===== src/rtl/sysarr_load_sequencer.sv =====
// Memory-side load sequencer: fetches weight, input and partial-sum rows for one
// GEMM from a single-port row memory and streams them to the array FIFOs.
module sysarr_load_sequencer #(
   parameter int N  = 4,
   parameter int DW = 16,
   parameter int AW = 16
) (
   input  logic                         clk,
   input  logic                         RST,
   input  logic                         cmd_valid,
   output logic                         cmd_ready,
   input  logic                         cmd_load_w,
   input  logic [AW-1:0]                cmd_w_base,
   input  logic [AW-1:0]                cmd_in_base,
   input  logic [AW-1:0]                cmd_ps_base,
   input  logic                         fifo_has_space,
   output logic                         mem_req,
   output logic [AW-1:0]                mem_addr,
   input  logic                         mem_rvalid,
   input  logic [N*DW-1:0]              mem_rdata,
   output logic                         weight_en,
   output logic                         input_en,
   output logic [(N>1?$clog2(N):1)-1:0] row_in_en,
   output logic [N*DW-1:0]              in_data,
   output logic                         partial_en,
   output logic [(N>1?$clog2(N):1)-1:0] row_ps_en,
   output logic [N*DW-1:0]              ps_data,
   output logic                         busy,
   output logic                         gemm_done
);

   localparam int RW = (N > 1) ? $clog2(N) : 1;

   typedef enum logic [2:0] {IDLE, WAIT_SPACE, WGT, INP, PS, DONE} state_t;

   state_t        state;
   state_t        next_phase;
   logic [RW-1:0] row;
   logic          load_w;
   logic [AW-1:0] w_base;
   logic [AW-1:0] in_base;
   logic [AW-1:0] ps_base;
   logic [AW-1:0] phase_base;

   always_comb begin
      phase_base = in_base;
      next_phase = PS;
      case (state)
         WGT:     begin phase_base = w_base;  next_phase = INP;  end
         INP:     begin phase_base = in_base; next_phase = PS;   end
         PS:      begin phase_base = ps_base; next_phase = DONE; end
         default: begin phase_base = in_base; next_phase = PS;   end
      endcase
   end

   assign cmd_ready = (state == IDLE);
   assign busy      = (state != IDLE);

   always_ff @(posedge clk or posedge RST) begin
      if (RST) begin
         state      <= IDLE;
         row        <= '0;
         load_w     <= 1'b0;
         w_base     <= '0;
         in_base    <= '0;
         ps_base    <= '0;
         mem_req    <= 1'b0;
         mem_addr   <= '0;
         weight_en  <= 1'b0;
         input_en   <= 1'b0;
         partial_en <= 1'b0;
         row_in_en  <= '0;
         row_ps_en  <= '0;
         in_data    <= '0;
         ps_data    <= '0;
         gemm_done  <= 1'b0;
      end else begin
         // Enables and row indices are single-cycle; data buses keep their last row.
         weight_en  <= 1'b0;
         input_en   <= 1'b0;
         partial_en <= 1'b0;
         row_in_en  <= '0;
         row_ps_en  <= '0;
         gemm_done  <= 1'b0;
         case (state)
            IDLE: begin
               if (cmd_valid) begin
                  load_w  <= cmd_load_w;
                  w_base  <= cmd_w_base;
                  in_base <= cmd_in_base;
                  ps_base <= cmd_ps_base;
                  row     <= '0;
                  state   <= WAIT_SPACE;
               end
            end
            WAIT_SPACE: begin
               if (fifo_has_space) state <= load_w ? WGT : INP;
            end
            WGT, INP, PS: begin
               if (!mem_req) begin
                  // One outstanding read; the address stays put until the response.
                  mem_req  <= 1'b1;
                  mem_addr <= phase_base + AW'(row);
               end else if (mem_rvalid) begin
                  mem_req <= 1'b0;
                  if (state == PS) begin
                     partial_en <= 1'b1;
                     row_ps_en  <= row;
                     ps_data    <= mem_rdata;
                  end else begin
                     weight_en <= (state == WGT);
                     input_en  <= (state == INP);
                     row_in_en <= row;
                     in_data   <= mem_rdata;
                  end
                  if (row == RW'(N - 1)) begin
                     row   <= '0;
                     state <= next_phase;
                     if (state == PS) gemm_done <= 1'b1;
                  end else begin
                     row <= row + 1'b1;
                  end
               end
            end
            DONE:    state <= IDLE;
            default: state <= IDLE;
         endcase
      end
   end

endmodule


===== config.mk =====
export PLATFORM = sky130hd
export DESIGN_NAME = sysarr_load_sequencer
export DESIGN_NICKNAME = d
export VERILOG_FILES = /design/src/rtl/sysarr_load_sequencer.sv
export SDC_FILE = /design/constraint.sdc
export NUM_CORES = 1
export LEC_CHECK = 0
export ABC_CLOCK_PERIOD_IN_PS = 15850
export CORE_ASPECT_RATIO = 0.6
export CORE_MARGIN = 4
export CORE_UTILIZATION = 50
export DETAILED_ROUTE_END_ITERATION = 7
export GPL_ROUTABILITY_DRIVEN = 0
export PLACE_DENSITY = 0.94
export SLEW_MARGIN = 20
export SYNTH_ARGS = -nofsm -noshare
export SYNTH_HDL_FRONTEND = slang
export SYNTH_SLANG_ARGS = --single-unit

===== constraint.sdc =====
create_clock -name clk -period 15.85 [get_ports clk]
set_clock_uncertainty 0.2 [all_clocks]
set_input_delay 3.17 -clock clk [delete_from_list [all_inputs] [get_ports clk]]
set_output_delay 3.17 -clock clk [all_outputs]
set_load 0.01 [all_outputs]

==> impl_metrics.csv <==
group,metric,value,unit
grt,grt_util_all_layers,0.227,
sta,post-route-min-period,5.98,ns
run_status,run_status,"completed",
synth,syn-num-nets,747,
routing,routedWlPerCell,20.4,um
placement,dp_hpwl,16700,um
cts,clockBufferDepth,3,
routing,via_per_inst,5.38,
floorplanning,ios,273,
cts,numCtsBuffers,20,
worst_setup_path,crit_fanout,26,
worst_setup_path,critical_path.startpoint,"state[0]",
floorplanning,die_w,178,um
cts,postCtsSetupRepairBufs,0,
final_layout,syn_to_final_growth,40.5,%
worst_setup_path,worstPathRequired,12.48,ns
final_layout,design_area,12200,um2
sta,setup_viol,0,
grt,grt_max_degree,127,
synth,yosysWarnings,0,
sta,final_hold_viol_count,0,
cts,clkLatencyLatePin,0.48,ns
worst_setup_path,crit_end,"busy",
cts,cts_tree,"yes",
synth,seq_area_frac_synth,0.596,
final_layout,n_fill_cell,1113,
placement,dpl-instance-area,11600,um2
worst_hold_path,whs_path_depth,2,
power_and_ir_drop,combPwrFrac,0.445,
cts,cts_resized,0,
synth,synth_top_area_frac,0.596,
power_and_ir_drop,p_seq_frac,0.373,
power_and_ir_drop,p_leak,0.00515,uW
final_layout,final_nets,1008,
synth,synth.largest_area_cell,"dfrtp_1",
power_and_ir_drop,clkPwrFrac,0.182,
sta,rsz0062_at_grt,"no",
cts,clock_sinks,207,
synth,synth.distinct_cells,55,
cts,h-tree-depth,1,
grt,grt_pass1_vias,6315,
floorplanning,die_h,110,um
cts,clock-root-buffer,"clkbuf_16",
worst_hold_path,hold_path.class,"flip-flop to flip-flop",
worst_setup_path,startpoint_type,"flip-flop",
sta,relSlewSlack,0.292,
worst_setup_path,end_kind,"output pin",
power_and_ir_drop,internal_power,1710,uW
grt,overflow,0,
final_layout,n_antenna_cell,0,
worst_setup_path,worstReg2RegEnd,"mem_addr[14]",
routing,first_pass_iters,5,
floorplanning,rows,37,
floorplanning,dieArea,19600,um2
worst_setup_path,crit_type,"flip-flop to output pin",
final_layout,drive_gt1_frac,0.268,
power_and_ir_drop,power_density,211,nW/um2
power_and_ir_drop,switching_power,870,uW
synth,synth.cell_area,8700,um2
synth,syn_avg_cell_area,13.9,um2
cts,clk_pin_slew_worst_paths,0.06,ns
routing,via_count,6102,
worst_setup_path,arrival,2.61,ns
floorplanning,start_util,0.509,
placement,io_buffer_count,272,
floorplanning,core_area,17100,um2
worst_setup_path,rr_startpoint,"state[1]",
synth,synth_ff_type,"dfrtp_1",
worst_setup_path,r2r_cells,9,
sta,fin_crit_sh,0.378,
routing,drtAntennaViolNets,0,
synth,async_flop_share,1.00,
routing,drt_iter0_drc,398,
synth,synth_seq_cells,207,
synth,syn-instance-count,625,
sta,max_freq,167,MHz
sta,report.final.slew_viol_count,0,
flow_run,drv_cap,0,
cts,ctsHoldBuffers,0,
power_and_ir_drop,ir_drop,0.132,mV
grt,grt_pass1_wl,34700,um
power_and_ir_drop,switching_share,0.337,
grt,grt_antenna_before_repair,0,
synth,synth_edf_count,0,
synth,yosys-top-cells-area,"dfrtp_1 60%, mux2_2 23%, nand3b_1 2.0%, a21oi_1 1.2%, nand2_1 1.2%",
sta,tightest_slew,1.06,ns
worst_setup_path,r2r_slack,11.77,ns
routing,wl,23100,um
routing,remaining_drc_errors,0,
sta,tns,0,ns
cell type report:
| cell class | instances | area [um2] | share of cell area |
|---|---|---|---|
| sequential | 207 | 5180 | 0.424 |
| multi-input combinational | 377 | 3320 | 0.272 |
| timing repair buffer | 275 | 2750 | 0.225 |
| clock buffer | 27 | 578 | 0.0473 |
| tap | 234 | 293 | 0.0240 |
| clock inverter | 9 | 72.6 | 0.00594 |
| inverter | 5 | 26.3 | 0.00215 |
synth_stat cells (7+ instances only):
master,n
dfrtp_1,207
mux2_2,180
nand2_1,27
nand3b_1,23
a21oi_1,21
buf_2,17
nor2_1,17
o21ai_0,13
clkbuf_1,8
nand3_1,7
cells in the final DEF, fill, tap and decap left out, drive strengths merged, types with 3 or more instances in the layout:
| cell type | n |
|---|---|
| a31oi | 4 |
| or3 | 5 |
| nand3b | 23 |
| o22ai | 7 |
| mux2 | 180 |
| dfrtp | 207 |
| nor4 | 3 |
| inv | 5 |
| clkbuf | 27 |
| clkdlybuf4s50 | 272 |
| nand4 | 4 |
| clkinv | 7 |
| nand2b | 3 |
| xnor2 | 4 |
| a21boi | 8 |
| nand2 | 27 |
| nand3 | 8 |
| nor3 | 5 |
| nor2 | 17 |
| a21oi | 26 |
| o21ai | 13 |
| or2 | 8 |
| ha | 3 |
| a21o | 3 |
| buf | 3 |
power groups by stage:
stage / Combinational [uW] / Clock, uW / Sequential, uW
5_1_grt: 1230 / 507 / 994
4_1_cts: 1150 / 481 / 961
3_5_place_dp: 1140 / 0 / 967
3_3_place_gp: 1110 / 0 / 948
2_1_floorplan: 520 / 0 / 1000
6_report: 1150 / 471 / 962
critical path, stage by stage, from the launching register on:
cell and delay [ns]:
dfrtp_1 1.00, inv_1 0.39, nand2_1 0.18, clkdlybuf4s50_1 0.56
stage by stage:
| stage | hold slack [ns] | total power (uW) | instances | utilization | setup slack, ns |
|---|---|---|---|---|---|
| 6_report | 0.271 | 2580 | 1134 | 0.716 | 9.87 |
| 5_1_grt | 0.296 | 2730 | 1134 | 0.716 | 9.73 |
| 4_1_cts | 0.277 | 2600 | 1134 | 0.715 | 9.86 |
| 3_5_place_dp | 0.261 | 2110 | 1098 | 0.677 | 10.19 |
| 3_3_place_gp | 0.260 | 2060 | 1098 | 0.677 | 10.20 |
| 2_1_floorplan | 0.272 | 1520 | 625 | - | 6.83 |
worst min path at each step:
stage | start | to
5_1_grt | mem_addr[3] | mem_addr[3]
3_5_place_dp | mem_addr[0] | mem_addr[0]
3_3_place_gp | mem_addr[1] | mem_addr[1]
2_1_floorplan | ps_base[2] | ps_base[2]
4_1_cts | mem_addr[0] | mem_addr[0]
6_report | mem_addr[0] | mem_addr[0]
registers in the layout, summed over array words and instances, names as in the netlist, 2 cells and up:
| signal | cells |
|---|---|
| in_data | 64 |
| ps_data | 64 |
| in_base | 16 |
| mem_addr | 16 |
| ps_base | 16 |
| w_base | 16 |
| state | 3 |
| row | 2 |
| row_in_en | 2 |
| row_ps_en | 2 |
logic make-up after synthesis:
group,count (synthesis),synth area share
flops,207,0.596
mux,180,0.233
simple gates,113,0.0752
compound gates,75,0.0597
buf+inv,41,0.0249
xor+xnor,5,0.00503
fa+ha+maj,4,0.00662
layer usage:
| metal | GRT usage | vias to the layer above | part of all wire |
|---|---|---|---|
| met5 | 0 | - | 0 |
| met4 | 0.0536 | 0 | 0.024 |
| met1 | 0.319 | 3041 | 0.43 |
| met2 | 0.346 | 254 | 0.45 |
| li1 | - | 2768 | - |
| met3 | 0.0750 | 39 | 0.095 |
Power figures use the tool's default switching activity.
